## config.mk

```make
export PLATFORM = sky130hd
export DESIGN_NAME = cla_add32_pipe
export DESIGN_NICKNAME = d
export VERILOG_FILES = /design/src/rtl/cla_add32_pipe.sv
export SDC_FILE = /design/constraint.sdc
export NUM_CORES = 1
export LEC_CHECK = 0
export CAP_MARGIN = 5
export CORE_MARGIN = 1.5
export CORE_UTILIZATION = 31
export CTS_CLUSTER_DIAMETER = 100
export DETAILED_ROUTE_END_ITERATION = 12
export PLACE_DENSITY_LB_ADDON = 0.1
export SYNTH_ARGS = -nofsm -noshare
export SYNTH_HDL_FRONTEND = slang
export SYNTH_SLANG_ARGS = --single-unit
```

## constraint.sdc

```tcl
create_clock -name clk -period 4.8 [get_ports clk]
set_input_delay 0.48 -clock clk [delete_from_list [all_inputs] [get_ports clk]]
set_output_delay 0.48 -clock clk [all_outputs]
set_load 0.005 [all_outputs]
```

## src/rtl/cla_add32_pipe.sv

```systemverilog
// ---------------------------------------------------------------------------
// cla_16bits: 16-bit carry-lookahead adder slice.
//   a, b : addends        ci : carry in
//   s    : sum            co : carry out of bit 15
// Four 4-bit lookahead groups plus a second-level lookahead across the groups,
// so no carry ripples between bits or between groups.
// ---------------------------------------------------------------------------
module cla_16bits (
    input  logic [15:0] a,
    input  logic [15:0] b,
    input  logic        ci,
    output logic [15:0] s,
    output logic        co
);

    // Expanded 4-bit lookahead: returns carries into positions 1..4.
    function automatic logic [4:1] la4(input logic [3:0] g, input logic [3:0] p, input logic c);
        logic [4:1] r;
        r[1] = g[0] | (p[0] & c);
        r[2] = g[1] | (p[1] & g[0]) | (p[1] & p[0] & c);
        r[3] = g[2] | (p[2] & g[1]) | (p[2] & p[1] & g[0]) | (p[2] & p[1] & p[0] & c);
        r[4] = g[3] | (p[3] & g[2]) | (p[3] & p[2] & g[1]) | (p[3] & p[2] & p[1] & g[0])
             | (p[3] & p[2] & p[1] & p[0] & c);
        return r;
    endfunction

    logic [15:0] g;
    logic [15:0] p;
    logic [15:0] carry;
    logic [3:0]  grp_g;
    logic [3:0]  grp_p;
    logic [4:0]  grp_c;
    logic [4:1]  gc;
    logic [4:1]  cc;

    // Group generate/propagate, group carries, then in-group carries
    always_comb begin
        g     = a & b;
        p     = a ^ b;
        carry = '0;
        grp_g = '0;
        grp_p = '0;
        grp_c = '0;
        gc    = '0;
        cc    = '0;
        for (int k = 0; k < 4; k++) begin
            gc       = la4(g[4*k +: 4], p[4*k +: 4], 1'b0);
            grp_g[k] = gc[4];
            grp_p[k] = &p[4*k +: 4];
        end
        grp_c[0]   = ci;
        grp_c[4:1] = la4(grp_g, grp_p, ci);
        for (int k = 0; k < 4; k++) begin
            cc                 = la4(g[4*k +: 4], p[4*k +: 4], grp_c[k]);
            carry[4*k]         = grp_c[k];
            carry[4*k + 1 +: 3] = cc[3:1];
        end
        s  = p ^ carry;
        co = grp_c[4];
    end

endmodule

// ---------------------------------------------------------------------------
// cla_add32_pipe: two-stage pipelined 32-bit add/subtract unit.
//   clk, rst_n          : clock (rising edge), async active-low reset
//   in_valid / in_ready : operand beat handshake (in_ready is combinational)
//   a, b, op, cin       : operands; op 00 ADD, 01 SUB, 10 ADC, 11 SBB
//   out_valid/out_ready : result handshake
//   s, co, ov, zero     : registered sum, carry out, signed overflow, zero flag
// Stage 1 adds the low halfword and registers its carry together with the
// high operand halves; stage 2 adds the high halfword into the result register.
// Only WIDTH = 32 is supported (two fixed 16-bit slices).
// ---------------------------------------------------------------------------
module cla_add32_pipe #(
    parameter int unsigned WIDTH = 32,
    parameter int unsigned HALF  = WIDTH / 2
) (
    input  logic             clk,
    input  logic             rst_n,
    input  logic             in_valid,
    output logic             in_ready,
    input  logic [WIDTH-1:0] a,
    input  logic [WIDTH-1:0] b,
    input  logic [1:0]       op,
    input  logic             cin,
    output logic             out_valid,
    input  logic             out_ready,
    output logic [WIDTH-1:0] s,
    output logic             co,
    output logic             ov,
    output logic             zero
);

    logic [WIDTH-1:0] bx;
    logic             c0;
    logic [HALF-1:0]  s_lo_c;
    logic             c16_c;
    logic [HALF-1:0]  s_hi_c;
    logic             co_hi_c;

    logic             s1_valid;
    logic [HALF-1:0]  s_lo_q;
    logic             c16_q;
    logic [HALF-1:0]  a_hi_q;
    logic [HALF-1:0]  bx_hi_q;

    logic             s1_adv;
    logic             s1_load;
    logic             out_load;

    // Subtract is a + ~b + 1; the carry-in variants take cin instead of the constant
    assign bx = op[0] ? ~b : b;
    assign c0 = op[1] ? cin : op[0];

    // Handshake: each stage advances when the stage ahead is empty or draining
    assign s1_adv   = !out_valid || out_ready;
    assign in_ready = !s1_valid || s1_adv;
    assign s1_load  = in_valid && in_ready;
    assign out_load = s1_valid && s1_adv;

    cla_16bits u_lo (
        .a  (a[HALF-1:0]),
        .b  (bx[HALF-1:0]),
        .ci (c0),
        .s  (s_lo_c),
        .co (c16_c)
    );

    cla_16bits u_hi (
        .a  (a_hi_q),
        .b  (bx_hi_q),
        .ci (c16_q),
        .s  (s_hi_c),
        .co (co_hi_c)
    );

    // Stage 1: low-half sum, slice carry and high operand halves
    always_ff @(posedge clk or negedge rst_n) begin
        if (!rst_n) begin
            s1_valid <= 1'b0;
            s_lo_q   <= '0;
            c16_q    <= 1'b0;
            a_hi_q   <= '0;
            bx_hi_q  <= '0;
        end else if (s1_load) begin
            s1_valid <= 1'b1;
            s_lo_q   <= s_lo_c;
            c16_q    <= c16_c;
            a_hi_q   <= a[WIDTH-1:HALF];
            bx_hi_q  <= bx[WIDTH-1:HALF];
        end else if (out_load) begin
            s1_valid <= 1'b0;
        end
    end

    // Stage 2: result register; a load with out_ready high replaces without a bubble
    always_ff @(posedge clk or negedge rst_n) begin
        if (!rst_n) begin
            out_valid <= 1'b0;
            s         <= '0;
            co        <= 1'b0;
            ov        <= 1'b0;
            zero      <= 1'b0;
        end else if (out_load) begin
            out_valid <= 1'b1;
            s         <= {s_hi_c, s_lo_q};
            co        <= co_hi_c;
            ov        <= (a_hi_q[HALF-1] == bx_hi_q[HALF-1]) && (s_hi_c[HALF-1] != a_hi_q[HALF-1]);
            zero      <= ~|{s_hi_c, s_lo_q};
        end else if (out_ready) begin
            out_valid <= 1'b0;
        end
    end

endmodule

```

==> impl_metrics.ini <==
[outcome]
status = finished, final reports clean

[pwr]
leakagePower_nw = 2.88
p_per_area_nw_per_um2 = 421
ir_worst_vdd_mv = 0.137

[final_layout]
final_nets = 720
antenna_cells = 0
area_growth_pct = 31.4
fin_area_um2 = 6500
stdcell_count = 822
drive_gt1_share_pct = 7.36
num-fill-cells = 1530
ff_latch_area_um2 = 2150
multiInputGateArea_um2 = 2640

[floorplanning]
die_area_um2 = 16700
core_um2 = 15400
floorplan.initialDensity_pct = 32.2
die_h_um = 129
ios = 108
std_cell_rows = 45
die_w_um = 129

[route]
via_per_inst = 4.57
wl_mm = 11.8
via_count = 3755
wire_per_inst_um = 14.3
drt_pass1_iterations = 4
ant_nets = 0
drc = 0
drtIter0Drc = 169

[clock_network]
clkTransAtPathRegs_ns = 0.06
clk_latency_ns = 0.34
cts_max_path_buffers = 2
clock-sinks = 86
cts_made_buffers = 9
cts-root-buf = clkbuf_16
tritoncts = built
cts.htree.levels = 3
post_cts_buffers = 0
cts_hold_buf = 0
cts-resized-gates = 0

[yosys]
ys.flop_type = dfrtp_1
synth_warnings = 0
async_flop_share_pct = 100
yosysUniqueCellTypes = 49
synth_edf_count = 0
synth_top_cell_area_share_pct = 43.5
syn-num-nets = 618
yosysTopAreaCell = dfrtp_1
syn_avg_cell_area_um2 = 9.75
ys_ff_latch = 86
synth_area_um2 = 4940
syn-instance-count = 507
synth_area_leaders = dfrtp_1, nand2_1, ha_1, o21ai_0, xnor2_1
yosysSeqAreaShare_pct = 43.5

[global_route]
antenna_found_initial = 0
grt_max_degree = 52
grt_pass1_wl_mm = 19.3
grt_pass1_vias = 3845
grt_overflow = 0
grt_usage_pct = 15.1

[sta]
finalMaxSlewViolations = 0
setup_violations = 0
period_share_pct = 73.1
fin_worst_skew_ns = 0.00616
rsz0062_at_grt = false
worst_slack_ns = 1.29
relSlewSlack_pct = 32.8
fmax_mhz = 285
min_period_ns = 3.51
tns_ns = 0
finalHoldViolCount = 0
worstMarginPinSlew_ns = 1.01

[worst_setup_path]
path_buf_inv = 1
cp_data_required_time_ns = 5.04
critPathMaxStageDelay_ns = 0.56
rrSetupSlack_ns = 1.29
critPathMaxFanout = 4
cp-start-kind = register
worstPathArrival_ns = 3.75
endpoint_kind = register
r2r-start = a_hi_q[0]$_DFFE_PN0P_
r2r-end = zero$_DFFE_PN0P_
ff2ff_path_depth = 11
critical_path_class = reg2reg
cp_slowest_cell = fa_1
path_cells = ha_1, a211oi_1, o21ai_0, a31oi_1, inv_1, fa_1, nor4b_1, nand4_1, nor3_1, nand3_1, o31ai_1
path_delay_family = compound AO/OA/AOI/OAI gates

[placement]
detailedPlace.worstSlack_ns = 1.27
place_congestion = 0.803
dpl-instance-area_um2 = 6220
placedCellCount = 809
hpwl_mm = 8.90
numPortBuffers = 107

[worst_hold_path]
min_path_type = in2async

[run]
drv_cap = 0
sequential cells by signal, indices dropped and copies added (netlist names):
register and cells:
co 1, ov 1, bx_hi_q 16, a_hi_q 16, out_valid 1, s1_valid 1, s 32, zero 1
s_lo_q 16, c16_q 1
through the flow:
step / hold slack, ns / power, mW / util (%)
CTS: 0.106 / 2.78 / 42.3
global placement: 0.463 / 2.08 / 40.5
global route: 0.134 / 2.94 / 42.3
floorplan: 0.184 / 1.59 / -
detailed placement: 0.468 / 2.09 / 40.5
finish: 0.0950 / 2.74 / 42.3
Yosys cell counts, types with 2 or more instances:
cell,n
nand4_1,4
and4_1,2
a21oi_1,15
inv_1,18
and3_1,2
xor2_1,26
o21a_1,7
xnor2_1,26
nor3_1,5
nor2_1,15
mux2_2,20
nor4_1,4
buf_2,2
and2_1,5
o31ai_1,6
clkbuf_1,17
a21o_1,9
dfrtp_1,86
a211oi_1,2
ha_1,32
nand2b_1,5
mux2i_1,2
fa_1,8
a31oi_1,3
nand2_1,110
nand3_1,8
o21ai_0,46
where the power goes:
part,switching [mW],internal [mW]
logic,0.446,0.555
registers,0.141,0.925
clock network,0.264,0.408
metal layers:
layer  track usage (%)  up-vias  part of all wire (%)
li1                  -     1935                     -
met1              20.1     1729                    48
met2              24.7       80                    47
met3              2.44       11                   3.9
met4              5.75        0                   1.5
met5                 0        -                     0
kinds of logic after synthesis:
kind of cell               share of synthesized area (%)
and+or+nand+nor                                     14.4
AOI/OAI and AO/OA                                   13.5
DFF                                                 43.5
xor gates and xnor gates                            9.21
adders and majority gates                           11.3
buffers and inverters                               3.09
muxes                                               4.96
layout by cell type, fill, tap and decap left out, types with 2 or more instances in the layout:
cell type	instances
a21o_1	9
a211oi_1	2
a21oi_1	15
mux2i_1	2
clkdlybuf4s50_1	105
and3_1	2
a31oi_1	3
o21ai_0	46
nor2_1	15
nand2b_1	5
nor3_1	5
dfrtp_1	86
nand2_1	109
inv_1	18
and2_1	5
o21a_1	7
buf_4	5
and4_1	2
fa_1	8
clkbuf_16	9
nand4_1	4
xnor2_1	26
nor4_1	4
xor2_1	26
o31ai_1	6
ha_1	32
mux2_2	20
nand3_1	8
worst max path at each step:
stage	cells past startpoint	slack, ns	to	from
2_1_floorplan	11	1.69	s_lo_q[12]$_DFFE_PN0P_	op[0]
3_3_place_gp	11	1.34	zero$_DFFE_PN0P_	a_hi_q[0]$_DFFE_PN0P_
3_5_place_dp	11	1.27	zero$_DFFE_PN0P_	a_hi_q[0]$_DFFE_PN0P_
4_1_cts	11	1.19	zero$_DFFE_PN0P_	a_hi_q[0]$_DFFE_PN0P_
5_1_grt	11	0.94	zero$_DFFE_PN0P_	a_hi_q[0]$_DFFE_PN0P_
6_report	11	1.29	zero$_DFFE_PN0P_	a_hi_q[0]$_DFFE_PN0P_
area by class of cell:
class / instances / share of cell area (%)
clock buffer: 11 / 3.74
timing repair buffer: 111 / 16.8
sequential: 86 / 33.1
clock inverter: 2 / 0.539
inverter: 18 / 1.04
tap: 211 / 4.06
multi-input combinational: 383 / 40.7
No activity file was read; power rests on OpenSTA's default activity.
